`config.mk`:
```
export PLATFORM = sky130hd
export DESIGN_NAME = jk_count_sequencer
export DESIGN_NICKNAME = d
export VERILOG_FILES = /design/src/rtl/jk_count_sequencer.sv
export SDC_FILE = /design/constraint.sdc
export NUM_CORES = 1
export LEC_CHECK = 0
export CAP_MARGIN = 20
export CORE_MARGIN = 2
export CORE_UTILIZATION = 45
export DETAILED_ROUTE_END_ITERATION = 6
export DONT_BUFFER_PORTS = 1
export GPL_ROUTABILITY_DRIVEN = 0
export GPL_TIMING_DRIVEN = 0
export SLEW_MARGIN = 10
export SYNTH_ARGS = -nofsm -noshare
export SYNTH_HDL_FRONTEND = slang
export SYNTH_SLANG_ARGS = --single-unit
```
`constraint.sdc`:
```
create_clock -name clk -period 3.6 [get_ports clk]
set_input_delay 1.08 -clock clk [delete_from_list [all_inputs] [get_ports clk]]
set_output_delay 1.08 -clock clk [all_outputs]
set_load 0.02 [all_outputs]
```
`src/rtl/jk_count_sequencer.sv`:
```
// Control stage for a bank of JK flip-flop cells: accepts LOAD/UP/DOWN/NOP
// commands over valid/ready and drives per-bit J/K excitation from the bank's q.
module jk_count_sequencer #(
    parameter int WIDTH = 4,
    parameter int CNT_W = 8
) (
    input  logic             clk,
    input  logic             reset,
    input  logic             cmd_valid,
    output logic             cmd_ready,
    input  logic [1:0]       cmd_op,
    input  logic [WIDTH-1:0] cmd_data,
    input  logic [CNT_W-1:0] cmd_steps,
    input  logic [WIDTH-1:0] q_in,
    output logic [WIDTH-1:0] j_out,
    output logic [WIDTH-1:0] k_out,
    output logic             busy,
    output logic             done,
    output logic             tc
);

    typedef enum logic [1:0] {
        ST_IDLE,
        ST_LOAD,
        ST_RUN,
        ST_DONE
    } state_t;

    localparam logic [1:0] OP_NOP  = 2'b00;
    localparam logic [1:0] OP_LOAD = 2'b01;
    localparam logic [1:0] OP_DOWN = 2'b11;
    localparam logic [CNT_W-1:0] STEP_ONE = CNT_W'(1);

    state_t           state_q, state_d;
    logic [1:0]       op_q, op_d;
    logic [WIDTH-1:0] data_q, data_d;
    logic [CNT_W-1:0] remaining_q, remaining_d;
    logic             tc_q, tc_d;
    logic [WIDTH-1:0] toggle;

    always_ff @(posedge clk or posedge reset) begin
        if (reset) begin
            state_q     <= ST_IDLE;
            op_q        <= OP_NOP;
            data_q      <= '0;
            remaining_q <= '0;
            tc_q        <= 1'b0;
        end else begin
            state_q     <= state_d;
            op_q        <= op_d;
            data_q      <= data_d;
            remaining_q <= remaining_d;
            tc_q        <= tc_d;
        end
    end

    // Ripple-carry toggle mask: bit i flips when all lower bits are at the carry (UP) or borrow (DOWN) value.
    always_comb begin
        toggle    = '0;
        toggle[0] = 1'b1;
        for (int i = 1; i < WIDTH; i++) begin
            if (op_q == OP_DOWN) begin
                toggle[i] = toggle[i-1] & ~q_in[i-1];
            end else begin
                toggle[i] = toggle[i-1] & q_in[i-1];
            end
        end
    end

    always_comb begin
        state_d     = state_q;
        op_d        = op_q;
        data_d      = data_q;
        remaining_d = remaining_q;
        tc_d        = 1'b0;
        j_out       = '0;
        k_out       = '0;
        done        = 1'b0;
        cmd_ready   = 1'b0;

        case (state_q)
            ST_IDLE: begin
                cmd_ready = 1'b1;
                if (cmd_valid) begin
                    op_d        = cmd_op;
                    data_d      = cmd_data;
                    remaining_d = '0;
                    if (cmd_op == OP_NOP) begin
                        state_d = ST_DONE;
                    end else if (cmd_op == OP_LOAD) begin
                        state_d = ST_LOAD;
                    end else if (cmd_steps == '0) begin
                        state_d = ST_DONE;
                    end else begin
                        state_d     = ST_RUN;
                        remaining_d = cmd_steps;
                    end
                end
            end
            ST_LOAD: begin
                j_out   = data_q;
                k_out   = ~data_q;
                state_d = ST_DONE;
            end
            ST_RUN: begin
                j_out       = toggle;
                k_out       = toggle;
                remaining_d = remaining_q - STEP_ONE;
                // The wrap is judged on the pre-edge q, so tc lands alongside the wrapped value.
                tc_d        = (op_q == OP_DOWN) ? ~|q_in : &q_in;
                if (remaining_q == STEP_ONE) begin
                    state_d = ST_DONE;
                end
            end
            ST_DONE: begin
                done    = 1'b1;
                state_d = ST_IDLE;
            end
            default: begin
                state_d = ST_IDLE;
            end
        endcase
    end

    assign busy = (state_q != ST_IDLE);
    assign tc   = tc_q;

endmodule

```
==> results.json, run 1 <==
{
  "status": "completed",
  "clk_latency_ps": 300,
  "drive_above_1_share": 0.129,
  "switching_share": 0.489,
  "startpoint_type": "register",
  "cts_buffer_depth": 2,
  "switching_power_mw": 0.607,
  "tritoncts": "done",
  "clk_pin_slew_ps": 110,
  "synth_area_um2": 1210,
  "synthFlopType": "dfrtp_1",
  "final_common_cell": "dfrtp_1",
  "avgSynthCellArea_um2": 8.93,
  "synthArstFlopShare": 1.00,
  "clockPowerShare": 0.089,
  "finalSetupViolCount": 0,
  "worst_pin_slew_ps": 693,
  "totalWireLength_um": 2860,
  "hold_violations": 0,
  "drt-pass1-iter-count": 4,
  "overflow": 0,
  "crit_path_end_kind": "output port",
  "grt_usage": 0.193,
  "finalCriticalPeriod_ps": 3440,
  "nets": 168,
  "ctsHoldBuffers": 0,
  "rsz0062_at_grt": "no",
  "dieWidth_um": 56.0,
  "power_frac_seq": 0.296,
  "viasPerCell": 6.35,
  "hold_start": "op_q[1]$_DFFE_PP0P_",
  "hold_depth": 2,
  "yosysSeqAreaShare": 0.350,
  "fillers": 246,
  "hold_path_class": "reg -> reg",
  "layout_common_cells": "dfrtp_1 (17), nand2_1 (10), inv_1 (10)",
  "hpwl_um": 2150,
  "finish.utilization": 0.509,
  "wl_per_cell_um": 16.8,
  "antenna_cells": 0,
  "worst_r2r_endpoint": "remaining_q[6]$_DFFE_PP0P_",
  "ys_ff_latch": 17,
  "htree_levels": 1,
  "p_comb_frac": 0.616,
  "core_um2": 2520,
  "clkSinkCount": 17,
  "crit_fanout": 10,
  "grt_max_degree": 18,
  "syn_to_final_growth_pct": 5.66,
  "cts_root_buf": "clkbuf_4",
  "yosysWarnings": 0,
  "io_pins": 33,
  "p_int_mw": 0.634,
  "powerDensity_nw_per_um2": 967,
  "die_area_um2": 3130,
  "post-route-period-util": 0.955,
  "drc_errors": 0,
  "ant_nets": 0,
  "slew_viol_final": 0,
  "cts_buffers": 3,
  "die_h_um": 56.0,
  "total_leakage_power_nw": 0.529,
  "finalClockSkew_ps": 1.86,
  "seqCellArea_um2": 425,
  "regToRegSetupSlack_ps": 1320,
  "cap_violations": 0,
  "drtIter0Drc": 37,
  "syn-num-nets": 163,
  "multi_input_area_um2": 727,
  "post_cts_buffers": 0,
  "grt_pass1_wl_um": 4760,
  "fmax_ghz": 0.291,
  "synthCells": 136,
  "crit_type": "reg -> out",
  "reg2regPathDepth": 7,
  "initial_utilization": 0.482,
  "grt_pass1_vias": 1032,
  "rows": 18,
  "synth_edf_count": 0,
  "finalPower_mw": 1.24,
  "vias": 1079,
  "critPathRequiredTime_ps": 2520,
  "rr_startpoint": "state_q[0]$_DFFE_PP0P_",
  "port_buffers": 0,
  "antenna_found_initial": 0,
  "ys_types": 37,
  "cp_data_arrival_time_ps": 2360,
  "peakVddDrop_mv": 0.588,
  "maxSlewHeadroom": 0.534,
  "hold_end": "op_q[1]$_DFFE_PP0P_"
}
power by group through the flow:
stage	Sequential (mW)	Combinational [mW]	Clock [mW]
floorplan	0.348	0.630	0
global placement	0.367	0.737	0
detailed placement	0.371	0.754	0
CTS	0.366	0.758	0.115
global route	0.380	0.848	0.128
finish	0.367	0.764	0.110
metal layers:
metal  GRT usage  part of all wire  vias up
met1       0.246              0.44      527
met2       0.318              0.47       35
met3      0.0488             0.073        4
met5           0                 0        -
met4      0.0612             0.010        0
li1            -                 -      513
metrics by stage:
step | TNS [ps] | setup WS, ps | hold WS, ps | cells | instance area, µm²
4_1_cts | -163 | -81.8 | 515 | 170 | 1280
6_report | 0 | 163 | 516 | 170 | 1280
2_1_floorplan | 0 | 482 | 450 | 136 | 1210
5_1_grt | 0 | 35.4 | 552 | 170 | 1280
3_3_place_gp | 0 | 301 | 465 | 166 | 1250
3_5_place_dp | 0 | 234 | 487 | 166 | 1250
worst max-delay path by stage:
stage / from / to / cells after the start
after floorplan: q_in[1] / j_out[3] / 3
after global placement: state_q[0]$_DFFE_PP0P_ / k_out[3] / 6
after detailed placement: state_q[0]$_DFFE_PP0P_ / k_out[3] / 6
after CTS: state_q[0]$_DFFE_PP0P_ / k_out[2] / 6
after global routing: state_q[0]$_DFFE_PP0P_ / k_out[1] / 6
final: state_q[0]$_DFFE_PP0P_ / k_out[1] / 6
critical path: stages (launching register included):
cell and delay, ps:
dfrtp_1 430, inv_1 90, ha_1 210, clkbuf_1 360, clkbuf_2 330, nand2_1 90, a21boi_0 550
area by class of cell:
| class | count | area share |
|---|---|---|
| sequential | 17 | 0.331 |
| clock inverter | 1 | 0.00585 |
| inverter | 10 | 0.0292 |
| tap | 30 | 0.0292 |
| clock buffer | 3 | 0.0175 |
| multi-input combinational | 103 | 0.566 |
| buffer | 6 | 0.0205 |
sequential cells by signal, summed over array words and instances, names as in the netlist:
signal,flops
remaining_q,8
data_q,4
state_q,2
op_q,2
tc,1
kinds of logic (layout without fill, tap and decap cells):
group,after synthesis,in the layout,synth area share
AOI/OAI and AO/OA,43,43,0.240
and+or+nand+nor,43,43,0.200
DFF,17,17,0.350
buffers and inverters,16,20,0.0515
muxes,10,10,0.0896
adders and majority gates,6,6,0.0618
xor gates and xnor gates,1,1,0.00721
cells in the mapped netlist (2+ instances only):
cell type   n  area [µm²]
o21ai_0     7        35.0
a21boi_0    7        52.6
nand3b_1    2        15.0
a221oi_1    2        17.5
a311oi_1    2        17.5
nor4_1      4        25.0
nor3_1      4        20.0
inv_1      10        37.5
buf_2       2        10.0
nor2b_1     5        31.3
and3_1      2        12.5
nor2_1      6        22.5
clkbuf_1    3        11.3
a31oi_1     5        31.3
o22ai_1     3        18.8
mux2i_1     3        30.0
nand2_1    10        37.5
ha_1        6        75.1
mux2_2      7        78.8
nand2b_1    5        31.3
a21oi_1     9        45.0
dfrtp_1    17         425
timing repair:
item | 4_1_cts | 5_1_grt
endpoints found under the setup margin | 4 | 6
gates cloned | 0 | 0
gates resized for setup | 2 | 3
(Power assumes the default switching activity.)
==> inputs of run 2 (changes only) <==
--- a/config.mk
+++ b/config.mk
@@ -8,10 +8,10 @@
 export CAP_MARGIN = 20
 export CORE_MARGIN = 2
 export CORE_UTILIZATION = 45
+export CTS_BUF_LIST = sky130_fd_sc_hd__clkbuf_2 sky130_fd_sc_hd__clkbuf_4 sky130_fd_sc_hd__clkbuf_8
 export DETAILED_ROUTE_END_ITERATION = 6
 export DONT_BUFFER_PORTS = 1
 export GPL_ROUTABILITY_DRIVEN = 0
-export GPL_TIMING_DRIVEN = 0
 export SLEW_MARGIN = 10
 export SYNTH_ARGS = -nofsm -noshare
 export SYNTH_HDL_FRONTEND = slang
==> constraint.sdc (replaced) <==
create_clock -name clk -period 2.9 [get_ports clk]
set_input_delay 0.87 -clock clk [delete_from_list [all_inputs] [get_ports clk]]
set_output_delay 0.87 -clock clk [all_outputs]
set_load 0.02 [all_outputs]
==> results.json, run 2 (synthesis gave the netlist of run 1 again) <==
{
  "crit_type": "in -> out",
  "post-route-period-util": 0.894,
  "hold_path_class": "reg -> reg",
  "vias": 1077,
  "post_cts_resized": 0,
  "clk_latency_ps": 290,
  "cts_root_buf": "clkbuf_4",
  "dieWidth_um": 56.0,
  "drive_above_1_share": 0.162,
  "cp_slowest_cell": "nor4_1",
  "finish.utilization": 0.521,
  "io_pins": 33,
  "grtUsageMet1": 0.229,
  "fin_hold_ws_ps": 507,
  "totalWireLength_um": 2750,
  "post_cts_buffers": 0,
  "reg_top3": "remaining_q: 8 flops, data_q: 4 flops",
  "syn_to_final_growth_pct": 8.24,
  "rsz0062_at_grt": "no",
  "largest_reg_flops": 8,
  "dp.cells": 168,
  "stdcell_count": 172,
  "clk_pin_slew_ps": 100,
  "ctsHoldBuffers": 0,
  "wl_per_cell_um": 16.0,
  "startpoint_type": "input pin",
  "antenna_found_initial": 0,
  "cp_top_family": "compound AO/OA/AOI/OAI gates",
  "grt_max_degree": 18,
  "drc_errors": 0,
  "cap_violations": 0,
  "die_area_um2": 3130,
  "worst_pin_slew_ps": 647,
  "grt_pass1_vias": 983,
  "cts_buffers": 3,
  "slew_viol_final": 0,
  "multi_input_area_um2": 727,
  "clkSinkCount": 17,
  "grt_pass1_wl_um": 4570,
  "powerDensity_nw_per_um2": 1200,
  "crit_fanout": 4,
  "peakVddDrop_mv": 0.785,
  "nets": 170,
  "port_buffers": 0,
  "viasPerCell": 6.26,
  "hold_violations": 0,
  "finalSetupViolCount": 0,
  "hpwl_um": 2100,
  "crit_path_end_kind": "output port",
  "total_leakage_power_nw": 0.556,
  "grt_usage": 0.185,
  "finalClockSkew_ps": 0.733,
  "drtIter0Drc": 33,
  "tritoncts": "done",
  "initial_utilization": 0.482,
  "cts_buffer_depth": 2,
  "setup_slack_ps": 308,
  "path_cells": "nor4_1 -> o21ai_0 -> a21boi_0 -> buf_4",
  "fin_tns_setup_ps": 0,
  "rows": 18,
  "overflow": 0,
  "antenna_cells": 0,
  "maxSlewHeadroom": 0.568,
  "status": "completed",
  "ant_nets": 0,
  "fillers": 250,
  "layout_common_cells": "dfrtp_1 (17), nand2_1 (10), inv_1 (10)",
  "grtUsageMet3": 0.0651,
  "top_register": "remaining_q",
  "critPathRequiredTime_ps": 2030,
  "htree_levels": 1,
  "pre_cts_slack_ps": 295,
  "final_common_cell": "dfrtp_1",
  "core_um2": 2520,
  "fmax_ghz": 0.386,
  "finalCriticalPeriod_ps": 2590,
  "drt-pass1-iter-count": 4,
  "die_h_um": 56.0,
  "grt_use_met2": 0.303,
  "cp_data_arrival_time_ps": 1720,
  "grt.busiest_layer": "met2",
  "slowest_delay_ps": 320,
  "crit_buf_inv": 1,
  "seqCellArea_um2": 425
}
==> run 2: worst reg2reg max path, delay by kind of cell (launching register included) <==
family	cells	cell delay, ps
DFF	1	430
buffers and inverters	2	440
adders and majority gates	1	490
and+or+nand+nor	1	110
AOI/OAI and AO/OA	2	790
==> run 2: final timing paths <==
kind,start,cells past startpoint,to,slack [ps]
worst max-delay path,q_in[1],4,k_out[3],310
worst min-delay path,op_q[1]$_DFFE_PP0P_,2,op_q[1]$_DFFE_PP0P_,510
worst max register to register,state_q[0]$_DFFE_PP0P_,6,remaining_q[6]$_DFFE_PP0P_,540
worst min register to register,op_q[1]$_DFFE_PP0P_,2,op_q[1]$_DFFE_PP0P_,510
max in group asynchronous,reset,1,remaining_q[6]$_DFFE_PP0P_,1950
min in group asynchronous,reset,1,tc$_DFF_PP0_,540
==> run 2: metal layers <==
| metal | part of all wire | wire (µm) | vias up |
|---|---|---|---|
| met5 | 0 | 0 | - |
| met4 | 0.0091 | 25 | 0 |
| met3 | 0.053 | 147 | 5 |
| met2 | 0.48 | 1330 | 36 |
| met1 | 0.45 | 1250 | 525 |
| li1 | - | - | 511 |
==> run 2: cell type report <==
class / count / share of cell area
Sequential cell: 17 / 0.324
Inverter: 10 / 0.0285
Tap cell: 30 / 0.0285
Clock buffer: 3 / 0.0171
Multi-Input combinational cell: 103 / 0.553
Timing Repair Buffer: 8 / 0.0457
Clock inverter: 1 / 0.00381
==> run 2: report_power, final <==
group	leakage [nW]	internal, mW	switching (mW)	total, mW
Sequential	0.205	0.354	0.120	0.474
Combinational	0.333	0.426	0.546	0.972
Clock	0.0177	0.0514	0.0767	0.128
==> run 2: stage by stage <==
step / total power, mW / instance area (µm²)
2_1_floorplan: 1.22 / 1210
5_1_grt: 1.71 / 1320
3_3_place_gp: 1.42 / 1290
3_5_place_dp: 1.45 / 1290
6_report: 1.57 / 1320
4_1_cts: 1.58 / 1320
